==> config.mk <==
export PLATFORM = sky130hd
export DESIGN_NAME = root_result_collector
export DESIGN_NICKNAME = d
export VERILOG_FILES = /design/src/rtl/root_ctrl_pkg.sv /design/src/rtl/root_result_tracker.sv /design/src/rtl/root_result_collector.sv
export SDC_FILE = /design/constraint.sdc
export NUM_CORES = 1
export LEC_CHECK = 0
export CAP_MARGIN = 20
export CORE_MARGIN = 2
export CORE_UTILIZATION = 40
export DETAILED_ROUTE_END_ITERATION = 6
export GPL_ROUTABILITY_DRIVEN = 0
export PLACE_DENSITY_LB_ADDON = 0.15
export SLEW_MARGIN = 30
export SYNTH_ARGS = -nofsm -noshare
export SYNTH_HDL_FRONTEND = slang
export SYNTH_HIERARCHICAL = 1
export SYNTH_SLANG_ARGS = --single-unit
==> constraint.sdc <==
create_clock -name clk -period 7.96 [get_ports clk]
set_input_delay 1.194 -clock clk [delete_from_list [all_inputs] [get_ports clk]]
set_output_delay 1.194 -clock clk [all_outputs]
set_load 0.02 [all_outputs]
==> src/rtl/root_ctrl_pkg.sv <==
// Shared definitions for the root-FPGA control node: FSM states, message field
// positions, header codes and the summary message layout.
package root_ctrl_pkg;

  typedef enum logic [1:0] {StIdle, StWait, StSummary} state_e;

  // Header codes shared with the rest of the control tree.
  localparam logic [7:0] HdrInitializeDecoding = 8'h01;
  localparam logic [7:0] HdrDecodeBlock        = 8'h02;
  localparam logic [7:0] HdrResetClock         = 8'h03;
  localparam logic [7:0] HdrSetBoundaries      = 8'h04;
  localparam logic [7:0] HdrResult             = 8'h10;

  localparam int unsigned DestMsb    = 63;
  localparam int unsigned DestLsb    = 56;
  localparam int unsigned HeaderMsb  = 55;
  localparam int unsigned HeaderLsb  = 48;
  localparam int unsigned ChildIdMsb = 47;
  localparam int unsigned ChildIdLsb = 40;
  localparam int unsigned LatencyMsb = 15;
  localparam int unsigned LatencyLsb = 0;

  localparam int unsigned FlagWaitBit      = 2;
  localparam int unsigned FlagReportAllBit = 3;

  localparam int unsigned SumTagBit     = 47;
  localparam int unsigned SumTimeoutBit = 46;
  localparam int unsigned SumMissingMsb = 31;
  localparam int unsigned SumMissingLsb = 16;

  function automatic logic [63:0] pack_summary(input logic        timeout,
                                               input logic [15:0] missing,
                                               input logic [15:0] max_latency);
    logic [63:0] msg;
    msg = '0;
    msg[HeaderMsb:HeaderLsb]         = HdrResult;
    msg[SumTagBit]                   = 1'b1;
    msg[SumTimeoutBit]               = timeout;
    msg[SumMissingMsb:SumMissingLsb] = missing;
    msg[LatencyMsb:LatencyLsb]       = max_latency;
    return msg;
  endfunction

endpackage

==> src/rtl/root_result_tracker.sv <==
// Tracks which children have reported and the worst latency seen so far.
// Duplicate and out-of-range child IDs are ignored.
module root_result_tracker #(
  parameter int unsigned NumChildren = 4
) (
  input  logic                   clk,
  input  logic                   reset,
  input  logic                   clear_i,
  input  logic                   update_i,
  input  logic [7:0]             id_i,
  input  logic [15:0]            latency_i,
  output logic [NumChildren-1:0] seen_o,
  output logic [15:0]            max_latency_o,
  output logic                   all_seen_o
);

  logic [NumChildren-1:0] seen_q, seen_d, hit, new_bits;
  logic [15:0]            max_q, max_d;
  logic                   accept;

  always_comb begin
    hit = '0;
    for (int unsigned i = 0; i < NumChildren; i++) begin
      hit[i] = update_i && (id_i == 8'(i));
    end
    new_bits = hit & ~seen_q;
    accept   = |new_bits;
    seen_d   = clear_i ? '0 : (seen_q | new_bits);
    max_d    = max_q;
    if (clear_i) begin
      max_d = '0;
    end else if (accept && (latency_i > max_q)) begin
      max_d = latency_i;
    end
  end

  always_ff @(posedge clk) begin
    if (reset) begin
      seen_q <= '0;
      max_q  <= '0;
    end else begin
      seen_q <= seen_d;
      max_q  <= max_d;
    end
  end

  assign seen_o        = seen_q;
  assign max_latency_o = max_q;
  // Includes this cycle's update so the summary follows the final result by one cycle.
  assign all_seen_o    = &(seen_q | new_bits);

endmodule

==> src/rtl/root_result_collector.sv <==
// Root control node: forwards CPU commands down the tree, collects one result per
// child after a waiting DECODE_BLOCK, and returns a single summary to the CPU.
module root_result_collector
  import root_ctrl_pkg::*;
#(
  parameter int unsigned CTRL_FIFO_WIDTH = 64,
  parameter int unsigned NUM_CHILDREN    = 4,
  parameter int unsigned TIMEOUT_WIDTH   = 20,
  parameter int unsigned TIMEOUT_CYCLES  = 100000
) (
  input  logic                       clk,
  input  logic                       reset,
  input  logic [CTRL_FIFO_WIDTH-1:0] data_from_cpu,
  input  logic                       valid_from_cpu,
  output logic                       ready_from_cpu,
  output logic [CTRL_FIFO_WIDTH-1:0] data_to_fpgas,
  output logic                       valid_to_fpgas,
  input  logic                       ready_to_fpgas,
  input  logic [CTRL_FIFO_WIDTH-1:0] data_from_fpgas,
  input  logic                       valid_from_fpgas,
  output logic                       ready_from_fpgas,
  output logic [CTRL_FIFO_WIDTH-1:0] data_to_cpu,
  output logic                       valid_to_cpu,
  input  logic                       ready_to_cpu
);

  localparam bit TimeoutEn = (TIMEOUT_CYCLES != 0);
  localparam logic [TIMEOUT_WIDTH-1:0] TimeoutLast = TIMEOUT_WIDTH'(TIMEOUT_CYCLES - 1);

  state_e                    state_q, state_d;
  logic [TIMEOUT_WIDTH-1:0]  timer_q, timer_d;
  logic                      timeout_q, timeout_d;
  logic                      report_all_q, report_all_d;
  logic                      trk_clear, trk_update, all_seen;
  logic [NUM_CHILDREN-1:0]   seen;
  logic [15:0]               max_latency, missing;
  logic [7:0]                cpu_dest, cpu_header, up_header;
  logic                      is_bcast;

  assign cpu_dest   = data_from_cpu[DestMsb:DestLsb];
  assign cpu_header = data_from_cpu[HeaderMsb:HeaderLsb];
  assign up_header  = data_from_fpgas[HeaderMsb:HeaderLsb];
  assign is_bcast   = (cpu_header == HdrInitializeDecoding) || (cpu_header == HdrDecodeBlock) ||
                      (cpu_header == HdrResetClock);

  // Kept outside the FSM block so the tracker's all_seen feedback has no comb loop.
  assign ready_from_fpgas = (state_q == StIdle) ||
                            ((state_q == StWait) && (!report_all_q || ready_to_cpu));
  assign trk_update = (state_q == StWait) && valid_from_fpgas && ready_from_fpgas &&
                      (up_header == HdrResult);

  root_result_tracker #(
    .NumChildren(NUM_CHILDREN)
  ) u_tracker (
    .clk          (clk),
    .reset        (reset),
    .clear_i      (trk_clear),
    .update_i     (trk_update),
    .id_i         (data_from_fpgas[ChildIdMsb:ChildIdLsb]),
    .latency_i    (data_from_fpgas[LatencyMsb:LatencyLsb]),
    .seen_o       (seen),
    .max_latency_o(max_latency),
    .all_seen_o   (all_seen)
  );

  always_comb begin
    state_d        = state_q;
    timer_d        = timer_q;
    timeout_d      = timeout_q;
    report_all_d   = report_all_q;
    trk_clear      = 1'b0;
    ready_from_cpu = 1'b0;
    valid_to_fpgas = 1'b0;
    data_to_fpgas  = data_from_cpu;
    valid_to_cpu   = 1'b0;
    data_to_cpu    = '0;
    missing        = '0;
    missing[NUM_CHILDREN-1:0] = ~seen;

    unique case (state_q)
      StIdle: begin
        ready_from_cpu = ready_to_fpgas;
        if (cpu_dest != 8'h00) begin
          valid_to_fpgas = valid_from_cpu;
        end else if (is_bcast) begin
          valid_to_fpgas = valid_from_cpu;
          data_to_fpgas[DestMsb:DestLsb] = 8'hFF;
        end else if (cpu_header == HdrSetBoundaries) begin
          valid_to_fpgas = valid_from_cpu;
        end
        if (valid_from_cpu && ready_to_fpgas && (cpu_header == HdrDecodeBlock) &&
            data_from_cpu[FlagWaitBit]) begin
          state_d      = StWait;
          report_all_d = data_from_cpu[FlagReportAllBit];
          trk_clear    = 1'b1;
          timer_d      = '0;
          timeout_d    = 1'b0;
        end
      end
      StWait: begin
        if (report_all_q) begin
          valid_to_cpu = valid_from_fpgas;
          data_to_cpu  = data_from_fpgas;
        end
        if (timer_q != '1) begin
          timer_d = timer_q + 1'b1;
        end
        if (all_seen) begin
          state_d   = StSummary;
          timeout_d = 1'b0;
        end else if (TimeoutEn && (timer_q == TimeoutLast)) begin
          state_d   = StSummary;
          timeout_d = 1'b1;
        end
      end
      StSummary: begin
        valid_to_cpu = 1'b1;
        data_to_cpu  = pack_summary(timeout_q, missing, max_latency);
        if (ready_to_cpu) begin
          state_d = StIdle;
        end
      end
      default: state_d = StIdle;
    endcase
  end

  always_ff @(posedge clk) begin
    if (reset) begin
      state_q      <= StIdle;
      timer_q      <= '0;
      timeout_q    <= 1'b0;
      report_all_q <= 1'b0;
    end else begin
      state_q      <= state_d;
      timer_q      <= timer_d;
      timeout_q    <= timeout_d;
      report_all_q <= report_all_d;
    end
  end

endmodule
==> summary.json <==
{
  "status": {
    "outcome": "finished, final reports clean"
  },
  "worst_setup_path": {
    "critical_path.startpoint_type": "input port",
    "path_class": "in2out",
    "crit_slowest_cell": "sky130_fd_sc_hd__clkdlybuf4s50_1",
    "cp_cell_sequence": "clkdlybuf4s50_1 -> or4_4 -> nor2_8 -> nand2_1 -> nor4_2 -> or2_2 -> clkdlybuf4s50_1",
    "reg2reg_from": "state_q[1]$_SDFFE_PP0P_",
    "wp_data_arrival_ns": 3.70,
    "worst_setup_path_end_kind": "output pin",
    "count_of_cells_along_the_worst_register_to_register_path": 14,
    "endpoint_of_the_worst_register_to_register_path": "state_q[1]$_SDFFE_PP0P_",
    "critPathMaxStageDelay_ns": 0.60,
    "cpMostUsedCell": "sky130_fd_sc_hd__clkdlybuf4s50_1",
    "cp.required_ns": 6.77,
    "reg2reg_setup_slack_ns": 3.47,
    "critical_path.top_delay_family": "simple AND/OR/NAND/NOR gates",
    "cp_max_fo": 8,
    "crit_buf_inv": 2
  },
  "logic_synthesis": {
    "synth_edf_count": 0,
    "synth_nets": 649,
    "yosysWarnings": 6,
    "register_bit_total_from_synthesis": 44,
    "yosysUniqueCellTypes": 67,
    "post-synth-top-count-cell": "sky130_fd_sc_hd__nand2_1",
    "netlist.top_cell.by_area": "sky130_fd_sc_hd__dfxtp_1",
    "synth_area_leaders": "sky130_fd_sc_hd__dfxtp_1 (22%), sky130_fd_sc_hd__buf_4 (11%), sky130_fd_sc_hd__and2_1 (6.9%)",
    "async_reset_ff_share_pct": 0,
    "synth_largest_type_area_fraction_pct": 22.2,
    "synth.avg_cell_area_sq_um": 8.03,
    "ys_top_cells_by_count": "sky130_fd_sc_hd__nand2_1 (67), sky130_fd_sc_hd__buf_4 (56), sky130_fd_sc_hd__and2_1 (44), sky130_fd_sc_hd__dfxtp_1 (44), sky130_fd_sc_hd__inv_1 (22)",
    "post_synthesis_sequential_area_ratio_pct": 22.2,
    "netlist_area_before_placement_sq_um": 3980,
    "syn-instance-count": 495,
    "synth-main-ff-cell": "sky130_fd_sc_hd__dfxtp_1"
  },
  "clocking": {
    "clock-sinks": 44,
    "cts_tree": "built",
    "ctsHtreeMaxLevel": 2,
    "numCtsBuffers": 5,
    "ctsHoldBuffers": 0,
    "clk-insertion-delay-late_ns": 0.30,
    "cts_post_setup_buffers_inserted": 0,
    "clock_transition_time_at_the_flip_flop_clock_pins_of_the_worst_setup_and_hold_paths_ns": 0.08,
    "clock_tree.buffer_depth": 2,
    "post_cts_resize_count": 0,
    "cts_root_buffer": "sky130_fd_sc_hd__clkbuf_8"
  },
  "route": {
    "routed_wl_mm": 11.8,
    "vias_post_dr": 3928,
    "detail_route.vias_per_cell": 5.37,
    "drt_pre_antenna_iters": 5,
    "drc": 0,
    "wire_per_inst_microns": 16.2,
    "drt.antenna.violating_nets": 0,
    "detailedRoute.firstIterationViolations": 281
  },
  "grt": {
    "grt_pass1_vias": 3648,
    "largest_net_degree_at_the_start_of_global_routing": 65,
    "gr-total-overflow": 0,
    "global_route_wire_length_before_repair_mm": 18.7,
    "grt_antenna_before_repair": 0,
    "global_route.usage.total_pct": 20.8
  },
  "min_path": {
    "worst_hold_path_type": "reg2reg",
    "worstHoldPathCells": 2,
    "hp-start": "u_tracker/max_latency_o[15]$_SDFFE_PP0P_",
    "hold_path_end": "u_tracker/max_latency_o[15]$_SDFFE_PP0P_"
  },
  "layout": {
    "area_growth_syn_to_layout_pct": 36.0,
    "finalInstanceArea_sq_um": 5410,
    "final_nets": 751,
    "antenna-diode-count": 0,
    "final_layout_size_suffix_gt1_share_pct": 7.69
  },
  "placed_design": {
    "post_dp_cell_area_sq_um": 5320,
    "placed_wire_length_estimate_mm": 9.00,
    "place.port_buffers": 173
  },
  "floorplanning": {
    "boundary_pins": 266,
    "initial_utilization_pct": 40.9,
    "std_cell_rows": 36,
    "die_width_microns": 104,
    "placeableCoreArea_sq_um": 9730,
    "die_footprint_sq_um": 10800,
    "die_height_microns": 104
  },
  "pwr": {
    "netSwitchingPower_mw": 0.120,
    "totalPowerFinal_mw": 0.470,
    "p_leak_nw": 1.90,
    "power.combinational.fraction_pct": 21.6,
    "power.sequential.fraction_pct": 46.8,
    "clockPowerShare_pct": 31.6,
    "p_int_mw": 0.350,
    "vdd.ir_drop.worst_v": 0.0000655,
    "power-per-cell-area_nw_per_um2": 87.0,
    "switching_share_pct": 25.6
  },
  "sta": {
    "final_min_period_over_clock_period_pct": 61.5,
    "final-setup-viol-count": 0,
    "rsz0062_at_grt": "false",
    "worst_pin_slew_ns": 0.878,
    "timing.slew.headroom_pct": 41.4,
    "setup-tns-final_ns": 0,
    "finalHoldViolations": 0,
    "clock-skew-final_ns": 0.0121,
    "finalMaxSlewViolations": 0,
    "finalCriticalPeriod_ns": 4.90,
    "max_clock_freq_mhz": 204
  },
  "flow_run": {
    "cap_viol_max_count": 0
  }
}
## worst max-delay path by stage
stage / start / end / slack (ns) / depth (start not counted)
floorplan: data_from_cpu[53] / data_to_fpgas[56] / 4.18 / 5
finish: data_from_cpu[53] / data_to_fpgas[63] / 3.06 / 7
global placement: data_from_cpu[53] / data_to_fpgas[59] / 3.10 / 7
CTS: data_from_cpu[53] / data_to_fpgas[63] / 3.05 / 7
global route: data_from_cpu[53] / data_to_fpgas[58] / 2.87 / 7
detailed placement: data_from_cpu[53] / data_to_fpgas[63] / 3.06 / 7
## area by class of cell
class,count,area (sq um)
repair buffers,175,1750
clock buffers,8,90.1
fillers,925,4320
flip-flops and latches,44,881
inverters,23,86.3
multi-input cells,348,2440
well taps,133,166
## through the flow
stage                     utilization, %  cells  worst slack (ns)  hold slack, ns
after floorplan                        -    495              4.18           0.448
after global placement              54.6    723              3.10           0.458
after detailed placement            54.6    723              3.06           0.472
after CTS                           55.6    731              3.05           0.485
after global routing                55.6    731              2.87           0.500
final                               55.6    731              3.06           0.481
## tightest hold or removal path: cells and delay by family, from the launching register on
kind          cells  cell delay [ns]
flops             1             0.33
simple gates      1             0.05
mux               1             0.05
## power groups by stage
stage	Sequential, mW	Clock [mW]	Combinational (mW)
global route	0.220	0.163	0.109
CTS	0.220	0.153	0.102
detailed placement	0.226	0	0.101
floorplan	0.225	0	0.0711
finish	0.220	0.148	0.102
global placement	0.225	0	0.0998
## cells by family after synthesis
logic type,synth area share [%]
flip-flops,22.2
XOR/XNOR,0.220
buffers and inverters,16.8
adder cells (fa/ha/maj),6.29
AND/OR/NAND/NOR,30.8
multiplexers,5.92
AO/OA/AOI/OAI,17.8
## placed cells by master, fill, tap and decap left out, drive strengths merged, types with 9 or more instances in the layout
cell type        n
ha              20
inv             22
clkdlybuf4s50  173
o21ai           11
nand2           67
dfxtp           44
a21oi           18
a31oi            9
mux2i           19
and2            45
nand4           12
a22o            17
nor2            14
or2              9
nor3            16
nand3           17
## routing by layer
layer	vias to the layer above	global-route usage (%)	routed length (microns)
met4	0	4.63	112
met1	1802	27.2	5090
met5	-	0	0
li1	1921	-	-
met2	187	34.3	5620
met3	18	5.79	991
## state kept, by name, indices dropped and copies added, names as in the netlist
register	flops
timer_q	20
u_tracker/max_latency_o	16
u_tracker/seen_o	4
state_q	2
report_all_q	1
timeout_q	1
Note: power is estimated with default switching activity, not from simulation.
